==> config.mk <==
export PLATFORM = sky130hd
export DESIGN_NAME = systolic_mm_ctrl
export DESIGN_NICKNAME = d
export VERILOG_FILES = /design/src/rtl/systolic_mm_ctrl.sv
export SDC_FILE = /design/constraint.sdc
export NUM_CORES = 1
export LEC_CHECK = 0
export ABC_AREA = 1
export ABC_CLOCK_PERIOD_IN_PS = 3700
export CORE_MARGIN = 3
export CORE_UTILIZATION = 40
export DETAILED_ROUTE_END_ITERATION = 8
export PLACE_DENSITY = 0.76
export SLEW_MARGIN = 15
export SYNTH_ARGS = -nofsm -noshare
export SYNTH_HDL_FRONTEND = slang
export SYNTH_SLANG_ARGS = --single-unit
export TNS_END_PERCENT = 10
==> constraint.sdc <==
create_clock -name i_clk -period 3.7 [get_ports i_clk]
set_clock_uncertainty 0.05 [all_clocks]
set_input_delay 0.74 -clock i_clk [delete_from_list [all_inputs] [get_ports i_clk]]
set_output_delay 0.74 -clock i_clk [all_outputs]
set_load 0.01 [all_outputs]
==> src/rtl/systolic_mm_ctrl.sv <==
// systolic_mm_ctrl: sequences one 3x3 systolic array job.
// Latches operands, clears and runs the array, captures the nine PE results behind a valid/ready handshake.
module systolic_mm_ctrl #(
  parameter int WIDTH       = 4,
  parameter int ROW         = 3,
  parameter int COLOUM      = 3,
  parameter int CALC_CYCLES = 8
) (
  input  logic                     i_clk,
  input  logic                     i_rst_n,
  input  logic                     i_start,
  output logic                     o_start_ready,
  input  logic                     i_abort,
  input  logic [WIDTH*ROW-1:0]     i_a_row_1,
  input  logic [WIDTH*ROW-1:0]     i_a_row_2,
  input  logic [WIDTH*ROW-1:0]     i_a_row_3,
  input  logic [WIDTH*COLOUM-1:0]  i_b_coloum_1,
  input  logic [WIDTH*COLOUM-1:0]  i_b_coloum_2,
  input  logic [WIDTH*COLOUM-1:0]  i_b_coloum_3,
  output logic [WIDTH*ROW-1:0]     o_arr_a_row_1,
  output logic [WIDTH*ROW-1:0]     o_arr_a_row_2,
  output logic [WIDTH*ROW-1:0]     o_arr_a_row_3,
  output logic [WIDTH*COLOUM-1:0]  o_arr_b_coloum_1,
  output logic [WIDTH*COLOUM-1:0]  o_arr_b_coloum_2,
  output logic [WIDTH*COLOUM-1:0]  o_arr_b_coloum_3,
  output logic                     o_arr_rst,
  input  logic [2*WIDTH:0]         i_arr_out_1x1,
  input  logic [2*WIDTH:0]         i_arr_out_1x2,
  input  logic [2*WIDTH:0]         i_arr_out_1x3,
  input  logic [2*WIDTH:0]         i_arr_out_2x1,
  input  logic [2*WIDTH:0]         i_arr_out_2x2,
  input  logic [2*WIDTH:0]         i_arr_out_2x3,
  input  logic [2*WIDTH:0]         i_arr_out_3x1,
  input  logic [2*WIDTH:0]         i_arr_out_3x2,
  input  logic [2*WIDTH:0]         i_arr_out_3x3,
  output logic [2*WIDTH:0]         o_c_1x1,
  output logic [2*WIDTH:0]         o_c_1x2,
  output logic [2*WIDTH:0]         o_c_1x3,
  output logic [2*WIDTH:0]         o_c_2x1,
  output logic [2*WIDTH:0]         o_c_2x2,
  output logic [2*WIDTH:0]         o_c_2x3,
  output logic [2*WIDTH:0]         o_c_3x1,
  output logic [2*WIDTH:0]         o_c_3x2,
  output logic [2*WIDTH:0]         o_c_3x3,
  output logic                     o_res_valid,
  input  logic                     i_res_ready,
  output logic                     o_busy
);
  localparam int AW = WIDTH * ROW;
  localparam int BW = WIDTH * COLOUM;
  localparam int CW = 2 * WIDTH + 1;
  typedef enum logic [1:0] {S_IDLE, S_CLEAR, S_RUN, S_DONE} state_t;
  state_t          r_state, w_next;
  logic [7:0]      r_cnt;
  logic [AW-1:0]   r_a [3];
  logic [BW-1:0]   r_b [3];
  logic [CW-1:0]   r_c [9];
  logic [AW-1:0]   w_a [3];
  logic [BW-1:0]   w_b [3];
  logic [CW-1:0]   w_out [9];
  logic            w_accept, w_capture, w_load;
  assign w_a   = '{i_a_row_1, i_a_row_2, i_a_row_3};
  assign w_b   = '{i_b_coloum_1, i_b_coloum_2, i_b_coloum_3};
  assign w_out = '{i_arr_out_1x1, i_arr_out_1x2, i_arr_out_1x3,
                   i_arr_out_2x1, i_arr_out_2x2, i_arr_out_2x3,
                   i_arr_out_3x1, i_arr_out_3x2, i_arr_out_3x3};
  always_comb begin
    w_next    = r_state;
    w_accept  = 1'b0;
    w_capture = 1'b0;
    w_load    = 1'b0;
    case (r_state)
      S_IDLE: begin
        w_accept = i_start;
        w_next   = i_start ? S_CLEAR : S_IDLE;
      end
      S_CLEAR: begin
        w_load = !i_abort;
        w_next = i_abort ? S_IDLE : S_RUN;
      end
      S_RUN: begin
        w_capture = !i_abort && r_cnt == 8'd0;
        w_next    = i_abort ? S_IDLE : (r_cnt == 8'd0 ? S_DONE : S_RUN);
      end
      S_DONE:  w_next = i_res_ready ? S_IDLE : S_DONE;
      default: w_next = S_IDLE;
    endcase
  end
  always_ff @(posedge i_clk or negedge i_rst_n) begin
    if (!i_rst_n) begin
      r_state <= S_IDLE;
      r_cnt   <= '0;
      r_a     <= '{default: '0};
      r_b     <= '{default: '0};
      r_c     <= '{default: '0};
    end else begin
      r_state <= w_next;
      if (w_load)
        r_cnt <= 8'(CALC_CYCLES - 1);
      else if (r_state == S_RUN && r_cnt != 8'd0)
        r_cnt <= r_cnt - 8'd1;
      if (w_accept) begin
        r_a <= w_a;
        r_b <= w_b;
      end
      if (w_capture)
        r_c <= w_out;
    end
  end
  // Flags decode only the state register, so no input reaches an output combinationally.
  assign o_start_ready    = r_state == S_IDLE;
  assign o_busy           = r_state != S_IDLE;
  assign o_res_valid      = r_state == S_DONE;
  assign o_arr_rst        = r_state != S_RUN;
  assign o_arr_a_row_1    = r_a[0];
  assign o_arr_a_row_2    = r_a[1];
  assign o_arr_a_row_3    = r_a[2];
  assign o_arr_b_coloum_1 = r_b[0];
  assign o_arr_b_coloum_2 = r_b[1];
  assign o_arr_b_coloum_3 = r_b[2];
  assign o_c_1x1          = r_c[0];
  assign o_c_1x2          = r_c[1];
  assign o_c_1x3          = r_c[2];
  assign o_c_2x1          = r_c[3];
  assign o_c_2x2          = r_c[4];
  assign o_c_2x3          = r_c[5];
  assign o_c_3x1          = r_c[6];
  assign o_c_3x2          = r_c[7];
  assign o_c_3x3          = r_c[8];
endmodule
## Word-level counts from Yosys, hierarchy flattened

Cells that the tools add are included.

| word-level totals | value |
|---|---|
| word-level logic and storage cells | 41 |
| input bits | 158 |
| register bits | 163 |

| operators by class | value |
|---|---|
| reduce and logical (&&, ||, !) cells | 8 |
| equal/unequal tests | 4 |
| $add $sub $neg | 1 |
| mux-type cells | 11 |

Operator list:

| cell | number |
|---|---|
| 8-bit 2-to-1 mux | 2 |
| 8-bit logical NOT | 1 |
| 2-bit case mux with 4 select lines | 1 |
| 8-bit nonzero test | 1 |
| 8-bit by 1-bit subtractor with 8-bit output (second input constant) | 1 |
| 2-bit 2-to-1 mux | 3 |
| 1-bit 2-to-1 mux | 5 |
| 2-bit equality test (second input constant) | 2 |
| 2-bit nonzero test | 2 |
| 2-bit by 1-bit equality test with 1-bit output (second input constant) | 1 |
| 1-bit logical AND | 2 |
| 2-bit logical NOT | 1 |
| 2-bit inequality test (second input constant) | 1 |
| 1-bit logical NOT | 1 |

## Logic depth before layout (Yosys ltp)

Gate-level depths: netlist (run 1).

| depth | value |
|---|---|
| word-level depth | 4 |
| gate-level depth with buffers | 9 |
| depth with buffers taken out | 8 |

## Worst setup path after synthesis (run 1)

OpenSTA, ideal clock, no wires.

| path | value |
|---|---|
| path kind | input-to-reg |
| start | input i_start |
| end | register r_a, in the netlist o_arr_a_row_3[9] |
| data required time | 3.525 ns |
| stages on the path | 3 |
| slack | 2.104 ns |
| path buffers | 1 |
| setup time | 0.125 ns |
| arrival time | 1.421 ns |
| cell sequence | nand2_2 > buf_2 > mux2_2 |

| between the ends | value |
|---|---|
| cells in the longest elaborated chain, start to end | 1 |

RTL lines:

| item | line | text |
|---|---|---|
| start, declared | 11 | `input logic i_start,` |
| 1-bit 2-to-1 mux | 72 | `case (r_state)` |
| end signal, assigned | 103 | `r_a <= w_a;` |
| end, declared | 55 | `logic [AW-1:0] r_a [3];` |

Every way passes these cells.
A chain may end at the register's enable or synchronous reset.

## Worst setup path after layout (run 1)

| path | value |
|---|---|
| start | register r_cnt[0] |
| end | register r_c, in the netlist o_c_2x1[3] |

| between the ends | value |
|---|---|
| cells in the longest elaborated chain, start to end | 3 |

RTL lines:

| item | line | text |
|---|---|---|
| start, declared | 54 | `logic [7:0] r_cnt;` |
| start signal, assigned | 99 | `r_cnt <= 8'(CALC_CYCLES - 1);` |
| start signal, assigned | 101 | `r_cnt <= r_cnt - 8'd1;` |
| 8-bit logical NOT | 82 | `w_capture = !i_abort && r_cnt == 8'd0;` |
| 1-bit logical AND | 82 |  |
| 1-bit 2-to-1 mux | 72 |  |
| end signal, assigned | 107 | `r_c <= w_out;` |
| end, declared | 57 | `logic [CW-1:0] r_c [9];` |

Every way passes these cells.

==> results.cfg, run 1 <==
[outcome]
status = finished, final reports clean

[synthesis]
ys_seq_area_share_pct = 62.9
synth.most_common_cell = nand2_1
synth_top_area_share_pct = 62.9
yosys.area.top_type = dfrtp_1
syn_nets = 749
netlist_instances = 590
netlist_area_um2 = 6480
ys_top_cells_by_count = nand2_1, dfrtp_1, nand3_1, mux2_2, buf_2
synth_seq_cells = 163
synth_edf_count = 0
synthFlopType = dfrtp_1
ys_warn_count = 0
async_flop_share_pct = 100
synth_area_leaders = dfrtp_1, mux2_2, nand2_1, nand3_1, buf_2
ys_types = 19
avgSynthCellArea_um2 = 11.0

[timing]
hold_viol = 0
tns_ns = 0
worst_pin_slew_ns = 0.910
whs_ns = 0.233
setup-violations-final = 0
rsz0062_at_grt = no
fmax_mhz = 397
fin_crit_ns = 2.52
fin_crit_sh_pct = 68.0
slew_headroom_pct = 39.3
report.final.slew_viol_count = 0

[run]
drv_cap = 0

[placement]
dp.cells = 1087
io_buffers = 314
dp_hpwl_mm = 13.7
gp_congestion = 0.825
placed_area_um2 = 9750

[global_routing]
grt-ovfl-total = 0
grt_pass1_vias = 5307
grt_pass1_wl_mm = 29.9
grt.total_usage_pct = 21.4
antenna_found_initial = 0
grt_start_max_net_pins = 83

[floorplanning]
die_height_um = 133
die_w_um = 133
pin_count = 315
fp.dieArea_um2 = 17800
start_util_pct = 41.7
core_area_um2 = 15500
rows = 45

[cells_and_area]
fin_nets = 1054
drive_above_1_share_pct = 11.9
fin_area_um2 = 10400
diodes = 0
n_fill_cell = 1257
instances_no_fill = 1117
syn2layout_area_growth_pct = 60.9

[setup_path]
cp_slowest_cell = nand2_4
required_ns = 3.94
timing.rr.start = r_cnt[0]$_DFFE_PN0P_
crit_path_end_kind = flip-flop
crit_path_max_incr_delay_ns = 0.60
r2r_end = o_c_2x1[3]$_DFFE_PN0P_
cp_max_fo = 82
r2r.worst_path.cells = 7
cp.depth = 7
cpMostUsedCell = nand2_1
critPathBufInv = 1
reg2reg_setup_slack_ns = 1.18
crit_chain = inv_1 > ha_1 > nand3_1 > nor2_4 > nand2_4 > nand2_1 > nand2_1
critPathKind = reg -> reg
cp.arrival_ns = 2.76
crit_family = simple AND/OR/NAND/NOR gates
start_kind = flip-flop

[power_and_ir_drop]
p_int_mw = 5.64
p_sw_share_pct = 29.8
total_power_mw = 8.03
p_sw_mw = 2.39
clockPowerShare_pct = 25.0
p_per_area_nw_per_um2 = 770
p_seq_share_pct = 35.4
leakagePower_nw = 4.85
power_frac_comb_pct = 39.5
vdd_drop_max_v = 0.000367

[drt]
drt-initial-drc-count = 214
drc = 0
via_count = 5345
ant_nets = 0
wirelength_mm = 19.0
drt_pass1_iterations = 5
vias_per_cell = 4.79
post_drt_wl_per_cell_um = 17.0

[cts]
clk_latency_ns = 0.41
root_buffer = clkbuf_16
clockBufferDepth = 2
cts.clk_slew.worst_paths_ns = 0.06
clock-sinks = 163
cts_setup_buffers = 0
hold_buffers = 0
cts_tree = yes
cts.htree.levels = 4
cts_resized = 0
cts_buffers = 17

[worst_hold_path]
min_path_type = in -> async
state kept, by name (all words and copies together), names as in the netlist, 12 cells and up:
name and count:
o_arr_a_row_1 12, o_arr_a_row_2 12, o_arr_a_row_3 12, o_arr_b_coloum_1 12
o_arr_b_coloum_2 12, o_arr_b_coloum_3 12
worst max-delay path by stage:
stage	start	end	slack, ns
floorplan	i_start	o_arr_a_row_3[9]$_DFFE_PN0P_	2.10
global placement	i_start	o_arr_b_coloum_1[4]$_DFFE_PN0P_	1.10
detailed placement	i_start	o_arr_b_coloum_1[8]$_DFFE_PN0P_	1.09
CTS	r_cnt[0]$_DFFE_PN0P_	o_c_2x1[3]$_DFFE_PN0P_	1.10
global route	r_cnt[0]$_DFFE_PN0P_	o_c_2x2[4]$_DFFE_PN0P_	0.91
finish	r_cnt[0]$_DFFE_PN0P_	o_c_2x1[3]$_DFFE_PN0P_	1.18
worst reg2reg max path, cell delays in order (launching register included):
cell     delay (ns)
dfrtp_1        0.38
inv_1          0.09
ha_1           0.28
nand3_1        0.16
nor2_4         0.45
nand2_4        0.60
nand2_1        0.31
nand2_1        0.07
power groups by stage:
stage	combinational (mW)	sequential [mW]	clock, mW
floorplan	1.03	3.17	0
global placement	3.17	2.84	0
detailed placement	3.22	2.87	0
CTS	3.22	2.85	2.05
global route	3.40	2.94	2.13
finish	3.18	2.85	2.01
area by class of cell:
type                    count  area [um2]  area share, %
well taps                 211         264           2.53
inverters                  15        56.3          0.540
clock inverters             8         198           1.90
repair buffers            320        3210           30.8
flip-flops and latches    163        4080           39.1
multi-input cells         378        2130           20.5
clock buffers              22         484           4.64
per-layer routing:
layer | vias to the layer above | track usage, % | share of wire [%]
met5 | - | 0 | 0
met4 | 0 | 7.60 | 2.0
met3 | 22 | 4.87 | 5.9
met2 | 172 | 37.7 | 53
met1 | 2609 | 26.0 | 39
li1 | 2542 | - | -
metrics by stage:
stage	setup WS [ns]	utilization, %
2_1_floorplan	2.10	-
3_3_place_gp	1.10	62.7
3_5_place_dp	1.09	62.7
4_1_cts	1.10	67.1
5_1_grt	0.909	67.1
6_report	1.18	67.1
layout by cell type, fill, tap and decap left out, types with 8 or more instances in the layout:
| cell type | netlist | layout |
|---|---|---|
| clkdlybuf4s50_1 | 0 | 313 |
| nand2_1 | 192 | 192 |
| dfrtp_1 | 163 | 163 |
| nand3_1 | 90 | 90 |
| mux2_2 | 64 | 64 |
| clkbuf_16 | 0 | 17 |
| inv_1 | 14 | 14 |
| nor2_1 | 8 | 8 |
| mux2_1 | 8 | 8 |
cells by family after synthesis:
group / share of synthesized area (%)
flip-flops: 62.9
AND/OR/NAND/NOR: 20.0
AO/OA/AOI/OAI: 0.0771
multiplexers: 12.5
adder cells (fa/ha/maj): 0.193
buffers and inverters: 4.31
Note: power is estimated with default switching activity, not from simulation.
==> run 2: changes to the inputs <==
--- a/config.mk
+++ b/config.mk
@@ -6,7 +6,7 @@
 export NUM_CORES = 1
 export LEC_CHECK = 0
 export ABC_AREA = 1
-export ABC_CLOCK_PERIOD_IN_PS = 3700
+export ABC_CLOCK_PERIOD_IN_PS = 2400
 export CORE_MARGIN = 3
 export CORE_UTILIZATION = 40
 export DETAILED_ROUTE_END_ITERATION = 8
==> constraint.sdc (replaced) <==
create_clock -name i_clk -period 2.4 [get_ports i_clk]
set_clock_uncertainty 0.05 [all_clocks]
set_input_delay 0.48 -clock i_clk [delete_from_list [all_inputs] [get_ports i_clk]]
set_output_delay 0.48 -clock i_clk [all_outputs]
set_load 0.01 [all_outputs]
==> results.cfg, run 2 (synthesis results as in run 1) <==
[cts]
clk_latency_ns = 0.41
cts_tree = yes
cts_buffers = 17
cts_resized = 0
cts_setup_buffers = 0
clock-sinks = 163
root_buffer = clkbuf_16
clockBufferDepth = 2
cts.clk_slew.worst_paths_ns = 0.06
cts.htree.levels = 4

[placement]
io_buffers = 314
dp_hpwl_mm = 14.1
pre_cts_ws_ns = 0.467
gp_congestion = 0.815
dp.cells = 1094

[power_and_ir_drop]
vdd_drop_max_v = 0.000502
leakagePower_nw = 4.88
p_per_area_nw_per_um2 = 1170

[cells_and_area]
final_cell_mix = clkdlybuf4s50_1, nand2_1, dfrtp_1
multi_input_area_um2 = 2130
ff_latch_area_um2 = 4080
fin_nets = 1062
instances_no_fill = 1126
drive_above_1_share_pct = 12.6
mostFrequentLayoutCell = clkdlybuf4s50_1
diodes = 0
n_fill_cell = 1217
syn2layout_area_growth_pct = 61.8

[floorplanning]
core_area_um2 = 15500
rows = 45
pin_count = 315
die_height_um = 133
fp.dieArea_um2 = 17800
start_util_pct = 41.7
die_w_um = 133

[drt]
drt_pass1_iterations = 4
drc = 0
vias_per_cell = 4.72
wirelength_mm = 19.3
post_drt_wl_per_cell_um = 17.1
via_count = 5318
drt-initial-drc-count = 286
ant_nets = 0

[timing]
tns_ns = 0
fin_crit_ns = 2.21
rsz0062_at_grt = no
setup-violations-final = 0
worst_pin_slew_ns = 0.485
hold_viol = 0
report.final.slew_viol_count = 0
fmax_mhz = 453
slew_headroom_pct = 67.7
fin_crit_sh_pct = 91.9
setup_ws_ns = 0.194

[setup_path]
crit_start = r_state[1]$_DFF_PN0_
required_ns = 1.87
timing.rr.start = r_cnt[0]$_DFFE_PN0P_
critPathKind = reg -> out
r2r_end = o_c_2x2[0]$_DFFE_PN0P_
cp_max_fo = 4
reg2reg_setup_slack_ns = 0.44
start_kind = flip-flop
cp.arrival_ns = 1.68
r2r.worst_path.cells = 7
cp-endpoint = o_start_ready
crit_path_end_kind = output port

[global_routing]
grt.total_usage_pct = 21.7
grt_start_max_net_pins = 74
grt_pass1_vias = 5255
antenna_found_initial = 0
grt-ovfl-total = 0
grt_pass1_wl_mm = 29.9

[run]
drv_cap = 0

[worst_hold_path]
min_path_type = reg -> reg

[outcome]
status = finished, final reports clean
==> run 2: cell count changes in the layout (fill, tap and decap cells not counted) <==
cell and change:
buf_12 +4, buf_4 +3, clkinv_2 +3, bufinv_16 -2
clkbuf_1 +1, clkbuf_8 -1, dlygate4sd3_1 +1
==> run 2: where the power goes <==
part	switching (mW)	total, mW	internal, mW
Combinational	2.11	4.97	2.86
Sequential	0.575	4.40	3.83
Clock	1.04	2.86	1.82
==> run 2: timing repair <==
item | 4_1_cts | 5_1_grt
setup endpoints to repair | 0 | 0
endpoints found under the hold margin | 44 | 0
hold buffers | 1 | 0
==> run 2: worst min path at each step <==
| stage | cells past startpoint | end | startpoint |
|---|---|---|---|
| floorplan | 0 | o_arr_a_row_1[0]$_DFFE_PN0P_ | i_rst_n |
| global placement | 2 | o_c_2x2[1]$_DFFE_PN0P_ | o_c_2x2[1]$_DFFE_PN0P_ |
| detailed placement | 1 | o_c_1x2[6]$_DFFE_PN0P_ | i_rst_n |
| CTS | 2 | o_c_3x3[4]$_DFFE_PN0P_ | o_c_3x3[4]$_DFFE_PN0P_ |
| global route | 2 | o_c_1x1[6]$_DFFE_PN0P_ | o_c_1x1[6]$_DFFE_PN0P_ |
| finish | 2 | o_c_1x3[7]$_DFFE_PN0P_ | o_c_1x3[7]$_DFFE_PN0P_ |
==> run 2: layout make-up <==
cell class / count / share of cell area (%)
Sequential cell: 163 / 38.9
Clock buffer: 22 / 4.52
Tap cell: 211 / 2.52
Multi-Input combinational cell: 378 / 20.3
Timing Repair Buffer: 328 / 31.7
Clock inverter: 9 / 1.46
Inverter: 15 / 0.537
==> run 2: routing by layer <==
layer,track usage (%),share of wire [%],vias up
met5,0,0,-
met4,7.54,2.0,0
met3,4.80,5.4,27
met2,38.0,52,174
met1,26.4,40,2556
li1,-,-,2561
==> run 2: worst max-delay path: stages, from the launching register on <==
cell and delay [ns]:
dfrtp_1 0.41, nor2_2 0.26, clkdlybuf4s50_1 0.59
==> run 2: metrics by stage <==
stage | util, % | instance area [um2] | hold WS, ns | power [mW]
global route | 67.5 | 10500 | 0.429 | 12.9
global placement | 63.4 | 9850 | 0.403 | 9.32
finish | 67.5 | 10500 | 0.418 | 12.2
CTS | 67.5 | 10500 | 0.422 | 12.4
floorplan | - | 6480 | 0.134 | 6.47
detailed placement | 63.4 | 9850 | 0.407 | 9.46
==> run 3: changes to the inputs <==
--- a/config.mk
+++ b/config.mk
@@ -8,9 +8,9 @@
 export ABC_AREA = 1
 export ABC_CLOCK_PERIOD_IN_PS = 2400
 export CORE_MARGIN = 3
-export CORE_UTILIZATION = 40
+export CORE_UTILIZATION = 41
 export DETAILED_ROUTE_END_ITERATION = 8
-export PLACE_DENSITY = 0.76
+export PLACE_DENSITY = 0.78
 export SLEW_MARGIN = 15
 export SYNTH_ARGS = -nofsm -noshare
 export SYNTH_HDL_FRONTEND = slang
==> results.cfg, run 3 (synthesis results as in run 1) <==
[outcome]
status = finished, final reports clean

[timing]
report.final.slew_viol_count = 0
fmax_mhz = 443
worst_pin_slew_ns = 0.566
rsz0062_at_grt = no
slew_headroom_pct = 62.2
fin_crit_ns = 2.26
setup-violations-final = 0
tns_ns = 0
hold_viol = 0
fin_crit_sh_pct = 94.0

[global_routing]
grt_pass1_wl_mm = 30.7
grt-ovfl-total = 0
grt_pass1_vias = 5458
antenna_found_initial = 0
grt.total_usage_pct = 22.5
grt_start_max_net_pins = 77

[cts]
clockBufferDepth = 2
cts.clk_slew.worst_paths_ns = 0.06
cts_resized = 0
root_buffer = clkbuf_16
cts.htree.levels = 4
clock-sinks = 163
cts_buffers = 17
clk_latency_ns = 0.41
cts_tree = yes

[setup_path]
r2r.worst_path.cells = 8
crit_path_end_kind = output port
start_kind = flip-flop
cp_max_fo = 4
crit_path_max_incr_delay_ns = 0.60
crit_chain = nor2_2 > clkdlybuf4s50_1
required_ns = 1.87
crit_family = buffers and inverters
r2r_end = o_c_1x2[0]$_DFFE_PN0P_
cp.arrival_ns = 1.73
timing.rr.start = r_cnt[0]$_DFFE_PN0P_
critPathBufInv = 1
cp_slowest_cell = clkdlybuf4s50_1
critPathKind = reg -> out
reg2reg_setup_slack_ns = 0.44

[worst_hold_path]
min_to = o_c_2x1[2]$_DFFE_PN0P_
holdPathStages = 2
min_path_type = reg -> reg
hp-start = o_c_2x1[2]$_DFFE_PN0P_

[drt]
vias_per_cell = 4.78
ant_nets = 0
drt_pass1_iterations = 4
via_count = 5391
wirelength_mm = 19.5
drc = 0
drt-initial-drc-count = 306
post_drt_wl_per_cell_um = 17.3

[power_and_ir_drop]
leakagePower_nw = 4.87
total_power_mw = 12.2
vdd_drop_max_v = 0.000929
p_per_area_nw_per_um2 = 1160

[floorplanning]
die_w_um = 132
die_height_um = 132
core_area_um2 = 15300
fp.dieArea_um2 = 17400
rows = 45
pin_count = 315
start_util_pct = 42.3

[cells_and_area]
fin_nets = 1062
drive_above_1_share_pct = 12.7
diodes = 0
syn2layout_area_growth_pct = 61.6
mostFrequentLayoutCell = clkdlybuf4s50_1
n_fill_cell = 1207
final_cell_mix = clkdlybuf4s50_1, nand2_1, dfrtp_1
utilization_pct = 68.4
fin_area_um2 = 10500

[placement]
io_buffers = 314
gp_congestion = 0.836
placed_area_um2 = 9850
dp_hpwl_mm = 14.3

[run]
drv_cap = 0
run 3: cell count changes in the layout (fill, tap and decap cells not counted), sizes merged:
| cell | change |
|---|---|
| inv | +2 |
| bufinv | -1 |
| clkbuf | -1 |
| clkinvlp | +1 |
run 3: worst max-delay path by stage:
stage | slack (ns) | cells past startpoint | to | start
final | 0.14 | 2 | o_start_ready | r_state[1]$_DFF_PN0_
after floorplan | 0.84 | 9 | o_c_1x1[8]$_DFFE_PN0P_ | r_cnt[0]$_DFFE_PN0P_
after CTS | 0.14 | 2 | o_start_ready | r_state[1]$_DFF_PN0_
after global placement | 0.49 | 4 | o_arr_a_row_1[9]$_DFFE_PN0P_ | i_start
after global routing | 0.1 | 2 | o_start_ready | r_state[1]$_DFF_PN0_
after detailed placement | 0.47 | 8 | o_c_1x2[0]$_DFFE_PN0P_ | r_cnt[0]$_DFFE_PN0P_
run 3: area by class of cell:
| cell class | instances | area, um2 | share of cell area [%] |
|---|---|---|---|
| inverter | 15 | 56.3 | 0.538 |
| tap | 211 | 264 | 2.52 |
| sequential | 163 | 4080 | 39.0 |
| timing repair buffer | 328 | 3330 | 31.8 |
| multi-input combinational | 378 | 2130 | 20.4 |
| clock inverter | 11 | 151 | 1.45 |
| clock buffer | 21 | 460 | 4.40 |
run 3: timing repair:
action | 4_1_cts | 5_1_grt
hold endpoints to repair | 0 | 4
setup buffers | 0 | 0
hold buffers | 0 | 1
run 3: routing by layer:
metal	GRT usage [%]	vias up	routed length, um
met5	0	-	0
met4	7.12	0	421
met3	5.23	28	916
met2	40.3	166	10500
met1	26.9	2635	7720
li1	-	2562	-
run 3: where the power goes:
group	leakage (nW)	internal [mW]	total (mW)	switching [mW]
sequential	2.09	3.82	4.39	0.570
clock	0.298	1.70	2.80	1.10
combinational	2.48	2.87	5.00	2.13
total	4.87	8.39	12.2	3.80
run 3: per-stage QoR:
stage | instances | hold slack (ns) | worst slack (ns)
2_1_floorplan | 590 | 0.134 | 0.839
3_3_place_gp | 1094 | 0.404 | 0.490
3_5_place_dp | 1094 | 0.408 | 0.470
4_1_cts | 1126 | 0.000125 | 0.137
5_1_grt | 1127 | 0.438 | 0.0984
6_report | 1127 | 0.418 | 0.144
run 3: worst min-delay path, stage by stage (launching register included):
cell	delay, ns
dfrtp_1	0.34
nand2_1	0.05
nand2_1	0.04
